<file path="src/rtl/udma_spim_cmd_seq.sv">
// Command sequencer between the uDMA command channel and the SPI master engine.
// Control-flow opcodes are executed here; all other opcodes go to the engine.
module udma_spim_cmd_seq #(
  parameter int RPT_WIDTH  = 16,
  parameter int WAIT_WIDTH = 8
) (
  input  logic        clk_i,
  input  logic        rstn_i,
  input  logic [31:0] cmd_data_i,
  input  logic        cmd_valid_i,
  output logic        cmd_ready_o,
  output logic [31:0] spi_cmd_o,
  output logic        spi_cmd_valid_o,
  input  logic        spi_cmd_ready_i,
  input  logic        spi_idle_i,
  input  logic        clr_i,
  output logic        eot_event_o,
  output logic        busy_o
);

  localparam logic [3:0] OP_WAIT = 4'h5;
  localparam logic [3:0] OP_RPT  = 4'h8;
  localparam logic [3:0] OP_EOT  = 4'h9;
  localparam logic [3:0] OP_UCA  = 4'hD;
  localparam logic [3:0] OP_UCS  = 4'hE;

  localparam logic [RPT_WIDTH-1:0]  RPT_ZERO  = '0;
  localparam logic [RPT_WIDTH-1:0]  RPT_ONE   = RPT_WIDTH'(1);
  localparam logic [WAIT_WIDTH-1:0] WAIT_ZERO = '0;
  localparam logic [WAIT_WIDTH-1:0] WAIT_ONE  = WAIT_WIDTH'(1);

  typedef enum logic [2:0] {
    ST_IDLE      = 3'd0,
    ST_FWD       = 3'd1,
    ST_WAIT_CNT  = 3'd2,
    ST_WAIT_IDLE = 3'd3,
    ST_EOT       = 3'd4
  } state_t;

  state_t                r_state, w_state_nxt;
  logic [31:0]           r_spi_cmd, w_spi_cmd_nxt;
  logic [RPT_WIDTH-1:0]  r_rpt_cnt, w_rpt_cnt_nxt;
  logic                  r_rpt_pend, w_rpt_pend_nxt;
  logic [RPT_WIDTH-1:0]  r_iss_cnt, w_iss_cnt_nxt;
  logic [WAIT_WIDTH-1:0] r_wait_cnt, w_wait_cnt_nxt;
  logic                  r_wait_idle, w_wait_idle_nxt;

  logic       w_cmd_ready;
  logic       w_accept;
  logic       w_eot_fire;
  logic [3:0] w_op;

  assign w_op        = cmd_data_i[31:28];
  assign w_cmd_ready = (r_state == ST_IDLE) & ~clr_i;
  assign w_accept    = cmd_valid_i & w_cmd_ready;
  // An abort suppresses the end-of-transfer pulse even if it would fire this cycle.
  assign w_eot_fire  = (r_state == ST_EOT) & ~clr_i & (~r_wait_idle | spi_idle_i);

  assign cmd_ready_o     = w_cmd_ready;
  assign spi_cmd_o       = r_spi_cmd;
  assign spi_cmd_valid_o = (r_state == ST_FWD);
  assign eot_event_o     = w_eot_fire;
  assign busy_o          = (r_state != ST_IDLE);

  // Next-state and next-register computation.
  always_comb begin
    w_state_nxt     = r_state;
    w_spi_cmd_nxt   = r_spi_cmd;
    w_rpt_cnt_nxt   = r_rpt_cnt;
    w_rpt_pend_nxt  = r_rpt_pend;
    w_iss_cnt_nxt   = r_iss_cnt;
    w_wait_cnt_nxt  = r_wait_cnt;
    w_wait_idle_nxt = r_wait_idle;
    if (clr_i) begin
      w_state_nxt     = ST_IDLE;
      w_rpt_cnt_nxt   = RPT_ZERO;
      w_rpt_pend_nxt  = 1'b0;
      w_iss_cnt_nxt   = RPT_ZERO;
      w_wait_cnt_nxt  = WAIT_ZERO;
      w_wait_idle_nxt = 1'b0;
    end else begin
      case (r_state)
        ST_IDLE: begin
          if (w_accept) begin
            case (w_op)
              OP_WAIT: begin
                if (cmd_data_i[27]) begin
                  w_state_nxt = ST_WAIT_IDLE;
                end else begin
                  w_wait_cnt_nxt = cmd_data_i[WAIT_WIDTH-1:0];
                  if (cmd_data_i[WAIT_WIDTH-1:0] != WAIT_ZERO) begin
                    w_state_nxt = ST_WAIT_CNT;
                  end else begin
                    w_state_nxt = ST_IDLE;
                  end
                end
              end
              OP_RPT: begin
                w_rpt_cnt_nxt  = cmd_data_i[RPT_WIDTH-1:0];
                w_rpt_pend_nxt = 1'b1;
              end
              OP_EOT: begin
                w_wait_idle_nxt = cmd_data_i[0];
                w_rpt_pend_nxt  = 1'b0;
                w_state_nxt     = ST_EOT;
              end
              OP_UCA, OP_UCS: begin
                w_state_nxt = ST_IDLE;
              end
              default: begin
                w_spi_cmd_nxt = cmd_data_i;
                // A repeat count of zero still issues the command once.
                if (r_rpt_pend && (r_rpt_cnt != RPT_ZERO)) begin
                  w_iss_cnt_nxt = r_rpt_cnt;
                end else begin
                  w_iss_cnt_nxt = RPT_ONE;
                end
                w_rpt_pend_nxt = 1'b0;
                w_state_nxt    = ST_FWD;
              end
            endcase
          end else begin
            w_state_nxt = ST_IDLE;
          end
        end
        ST_FWD: begin
          if (spi_cmd_ready_i) begin
            if (r_iss_cnt > RPT_ONE) begin
              w_iss_cnt_nxt = r_iss_cnt - RPT_ONE;
            end else begin
              w_iss_cnt_nxt = RPT_ZERO;
              w_state_nxt   = ST_IDLE;
            end
          end else begin
            w_state_nxt = ST_FWD;
          end
        end
        ST_WAIT_CNT: begin
          if (r_wait_cnt > WAIT_ONE) begin
            w_wait_cnt_nxt = r_wait_cnt - WAIT_ONE;
          end else begin
            w_wait_cnt_nxt = WAIT_ZERO;
            w_state_nxt    = ST_IDLE;
          end
        end
        ST_WAIT_IDLE: begin
          if (spi_idle_i) begin
            w_state_nxt = ST_IDLE;
          end else begin
            w_state_nxt = ST_WAIT_IDLE;
          end
        end
        ST_EOT: begin
          if (w_eot_fire) begin
            w_state_nxt     = ST_IDLE;
            w_wait_idle_nxt = 1'b0;
          end else begin
            w_state_nxt = ST_EOT;
          end
        end
        default: begin
          w_state_nxt = ST_IDLE;
        end
      endcase
    end
  end

  // State and datapath registers.
  always_ff @(posedge clk_i or negedge rstn_i) begin
    if (!rstn_i) begin
      r_state     <= ST_IDLE;
      r_spi_cmd   <= 32'h0000_0000;
      r_rpt_cnt   <= RPT_ZERO;
      r_rpt_pend  <= 1'b0;
      r_iss_cnt   <= RPT_ZERO;
      r_wait_cnt  <= WAIT_ZERO;
      r_wait_idle <= 1'b0;
    end else begin
      r_state     <= w_state_nxt;
      r_spi_cmd   <= w_spi_cmd_nxt;
      r_rpt_cnt   <= w_rpt_cnt_nxt;
      r_rpt_pend  <= w_rpt_pend_nxt;
      r_iss_cnt   <= w_iss_cnt_nxt;
      r_wait_cnt  <= w_wait_cnt_nxt;
      r_wait_idle <= w_wait_idle_nxt;
    end
  end

endmodule

</file>
<file path="config.mk">
export PLATFORM = sky130hd
export DESIGN_NAME = udma_spim_cmd_seq
export DESIGN_NICKNAME = d
export VERILOG_FILES = /design/src/rtl/udma_spim_cmd_seq.sv
export SDC_FILE = /design/constraint.sdc
export NUM_CORES = 1
export LEC_CHECK = 0
export CELL_PAD_IN_SITES_DETAIL_PLACEMENT = 2
export CELL_PAD_IN_SITES_GLOBAL_PLACEMENT = 2
export CORE_MARGIN = 3
export CORE_UTILIZATION = 36
export DETAILED_ROUTE_END_ITERATION = 8
export PLACE_DENSITY_LB_ADDON = 0.25
export SLEW_MARGIN = 20
export SYNTH_ARGS = -nofsm -noshare
export SYNTH_HDL_FRONTEND = slang
export SYNTH_SLANG_ARGS = --single-unit
</file>
<file path="constraint.sdc">
create_clock -name clk_i -period 3.8 [get_ports clk_i]
set_input_delay 1.14 -clock clk_i [delete_from_list [all_inputs] [get_ports clk_i]]
set_output_delay 1.14 -clock clk_i [all_outputs]
set_load 0.01 [all_outputs]
</file>
Word level (Yosys, flattened, before mapping)

Index checks and enable logic that the tools add are counted.

Bits in registers: 77
Memories kept: 0
Latch bits: 0
RAM bits: 0
Output and inout port bits: 36
Memory bits (read-only): 0

Shift operators: 0
Reductions and logical operators: 21
Equality and inequality tests: 20
Div/mod/pow operators: 0
Muxes and demuxes: 37
Magnitude comparators: 2
Bitwise operators: 8
Add/sub/neg operators: 2
Multiply operators: 0

Operator list:

| kind                    | number |
|---|---|
| $mux W16                | 10 |
| $mux W8                 | 5 |
| $pmux W16 S2            | 1 |
| $mux W3                 | 6 |
| $eq A4 B4 Y1 const B    | 4 |
| $gt A16 B1 Y1 const B   | 1 |
| $pmux W8 S2             | 1 |
| $reduce_and A4 Y1       | 4 |
| $reduce_bool A16 Y1     | 1 |
| $sub A16 B1 Y16 const B | 1 |
| $ne A3 B3 Y1 const B    | 5 |
| $pmux W3 S5             | 1 |
| $pmux W3 S4             | 1 |
| $reduce_bool A3 Y1      | 4 |
| $reduce_and A3 Y1       | 3 |
| $gt A8 B1 Y1 const B    | 1 |
| $ne A4 B4 Y1 const B    | 2 |
| $reduce_bool A8 Y1      | 1 |
| $sub A8 B1 Y8 const B   | 1 |
| $mux W1                 | 7 |
| $eq A3 B2 Y1 const B    | 2 |
| $mux W2                 | 3 |
| $ne A3 B2 Y1 const B    | 2 |
| $reduce_bool A2 Y1      | 3 |
| 14 further kinds        | 20 |

Depth between registers and ports, before layout

Depth in word-level cells: 7
Depth in mapped cells: 8
Depth with buffers taken out: 7

Worst setup path before layout

OpenSTA, ideal clock, no wires.

Path type: input -> output
Start point: in clr_i
End point: out eot_event_o
Data arrival time: 1.903 ns
Path buffers: 2
Required time: 2.660 ns
Setup slack: 0.757 ns
Cell stages on the path: 3
Path through: buf_1 -> clkbuf_1 -> nor3_1

Word-level cells in the longest chain between the ends: 3

RTL lines:

| item                        | line | source |
|---|---|---|
| from (decl)                 | 16   | `input logic clr_i,` |
| $not A1 Y1 (no source line) | --   |  |
| $and A1 B1 Y1 (2 in series) | 57   | `assign w_eot_fire = (r_state == ST_EOT) & ~clr_i & (~r_wait_idle \| spi_idle_i);` |
| to (decl)                   | 17   | `output logic eot_event_o,` |

No other way between the ends.

Worst setup path in the final report

Start point: in clr_i
End point: out cmd_ready_o

Word-level cells in the longest chain between the ends: 2

RTL lines:

| item                        | line | source |
|---|---|---|
| $not A1 Y1 (no source line) | --   |  |
| $and A1 B1 Y1               | 54   | `assign w_cmd_ready = (r_state == ST_IDLE) & ~clr_i;` |
| to (decl)                   | 11   | `output logic cmd_ready_o,` |

No other way between the ends.

==> flow_summary.ini <==
[critical_path]
critical_path.top_delay_family = buffers and inverters
crit_path_max_incr_delay_ps = 580
crit_path_max_fanout = 4
cp-end-kind = output port
crit_path_start = clr_i
cp_common_cell = clkdlybuf4s50_1
critPathKind = input pin to output port
timing.rr.end = r_iss_cnt[13]
r2r_slack_ps = 1390
crit_slowest_cell = clkdlybuf4s50_1
critPathRequiredTime_ps = 2660
cp.arrival_ps = 2550
worst_r2r_path_depth = 5
endpoint = cmd_ready_o
cp_num_buf_inv = 2
rr_startpoint = r_iss_cnt[6]
startpoint_type = input pin
cp_num_cells = 3
cp_cell_sequence = clkdlybuf4s50_1 -> nor4_4 -> clkdlybuf4s50_1

[die]
fp.dieH_um = 113
rows = 38
num_io_pins = 74
start_util_pct = 37.4
die_x_um = 113
die_area_um2 = 12700
core_um2 = 11000

[final_layout]
multi_input_area_um2 = 2000
final_net_count = 523
n_fill_cell = 1138
antenna_cells = 0
drive_gt1_share_pct = 14.0
register_area_um2 = 1930
final_area_um2 = 5240
area_growth_pct = 27.5

[cts]
htreeDepth = 3
cts.sink_count = 77
ctsHoldBuffers = 0
ctsResizeCount = 0
cts_tree = done
cts_root_buffer = clkbuf_16
cts_buffers = 9
clkLatencyLatePin_ps = 340
post_cts_buffers = 0
clock_path_buffers = 2
clk_pin_slew_ps = 60

[grt]
grt_pass1_vias = 4093
antenna_found_initial = 0
grt_max_degree = 78
grt_usage_pct = 22.8
grt_pass1_wl_um = 23000
overflow = 0

[sta]
tns_ps = 0
drv_slew = 0
final.setup.worst_slack_ps = 114
slew_headroom_pct = 50.4
hold_viol = 0
finalSetupViolCount = 0
fin_crit_ps = 3690
tightest_slew_ps = 745
rsz0062_at_grt = false
final_min_period_over_clock_period_pct = 97.0
skew_ps = 4.64
fmax_mhz = 271

[synthesis]
syn_nets = 451
synth_top_family_by_area = simple AND/OR/NAND/NOR gates
syn_area_um2 = 4110
async_flop_share_pct = 100
synth_mux_area_share_pct = 9.74
synth_most_common_cell = dfrtp_1
postSynthCellCount = 409
synth-simple-area-share_pct = 21.3
synth_flop_cell = dfrtp_1
ys_seq_elements = 77
synth_compound_area_share_pct = 15.1
synthAdderAreaFrac_pct = 1.22
seq_area_frac_synth_pct = 46.9
ys_warn_count = 0
avgSynthCellArea_um2 = 10.1
synth_edf_count = 0
synth_area_leaders = dfrtp_1 47%, mux2_2 8.2%, nand2_1 5.7%
yosysTopAreaCell = dfrtp_1
ys_types = 65
synth_xor_area_share_pct = 1.07
post-synth-top-area-fraction_pct = 46.9
synth_common_cells = 77 x dfrtp_1, 62 x nand2_1, 30 x mux2_2

[route]
drc = 0
drtAntennaViolNets = 0
avgRoutedWirePerCell_um = 21.9
num_vias = 3606
first_iter_violations = 157
firstDrtPassIters = 4
vias_per_cell = 5.76
drt_wl_total_um = 13700

[min_path]
min_path_type = flip-flop to flip-flop

[power_and_ir_drop]
peakVddDrop_v = 0.000302
p_per_area_nw_per_um2 = 450
power_leakage_uw = 0.00224

[run_status]
outcome = finished, final reports clean

[place]
post_dp_cell_area_um2 = 4980
io_buffers = 73
gp_congestion = 0.823
place_hpwl_um = 9800
place_ws_ps = 101

[run]
maxCapViolations = 0
-- worst min path at each step --
stage / start / endpoint / slack, ps / depth (start not counted)
6_report: spi_cmd_o[20] / spi_cmd_o[20] / 490 / 1
2_1_floorplan: r_iss_cnt[13] / r_iss_cnt[13] / 480 / 1
4_1_cts: spi_cmd_o[20] / spi_cmd_o[20] / 500 / 1
3_3_place_gp: spi_cmd_o[23] / spi_cmd_o[23] / 470 / 1
3_5_place_dp: spi_cmd_o[23] / spi_cmd_o[23] / 490 / 1
5_1_grt: spi_cmd_o[12] / spi_cmd_o[12] / 530 / 1
-- where the power goes --
part / switching, µW / leakage (µW) / total (µW) / internal (µW)
Sequential: 64.9 / 0.00100 / 978 / 914
Combinational: 279 / 0.00111 / 593 / 314
Clock: 350 / 0.000129 / 788 / 438
Total: 694 / 0.00224 / 2360 / 1670
-- registers in the layout, summed over array words and instances (netlist names) --
| register | cells |
|---|---|
| r_state | 3 |
| r_rpt_cnt | 16 |
| spi_cmd_o | 32 |
| r_rpt_pend | 1 |
| r_wait_cnt | 8 |
| r_wait_idle | 1 |
| r_iss_cnt | 16 |
-- logic make-up after synthesis --
kind of cell | count (synthesis)
adders and majority gates | 4
buffers and inverters | 39
muxes | 36
AOI/OAI and AO/OA | 81
DFF | 77
xor gates and xnor gates | 5
and+or+nand+nor | 167
-- stage by stage --
step                      instances  utilization (%)  total power (µW)  hold WS (ps)
final                           626             47.7              2360           493
after detailed placement        610             45.3              1590           488
after global routing            626             47.7              2480           531
after global placement          610             45.3              1550           469
after CTS                       626             47.7              2390           498
after floorplan                 409                -              1250           483
-- per-layer routing --
layer / up-vias / wire length, µm / track usage (%)
met5: - / 0 / 0
met3: 8 / 616 / 6.10
li1: 1638 / - / -
met4: 0 / 106 / 5.13
met2: 79 / 7080 / 39.0
met1: 1881 / 5900 / 28.9
-- placed cells by master, fill, tap and decap left out, drive strengths merged, types with 11 or more instances in the layout --
cell type	n
dfrtp	77
clkdlybuf4s50	72
nand2	62
mux2	32
nor2	24
inv	17
nand3	17
nand3b	15
a21oi	15
o21ai	14
clkbuf	11
buf	11
-- layout make-up --
cell class                      count  share of cell area [%]
Sequential cell                    77                    36.8
Clock buffer                       11                    4.44
Multi-Input combinational cell    293                    38.1
Inverter                           17                    1.22
Clock inverter                      5                   0.525
Tap cell                          140                    3.34
Timing Repair Buffer               83                    15.6
(Power assumes the default switching activity.)
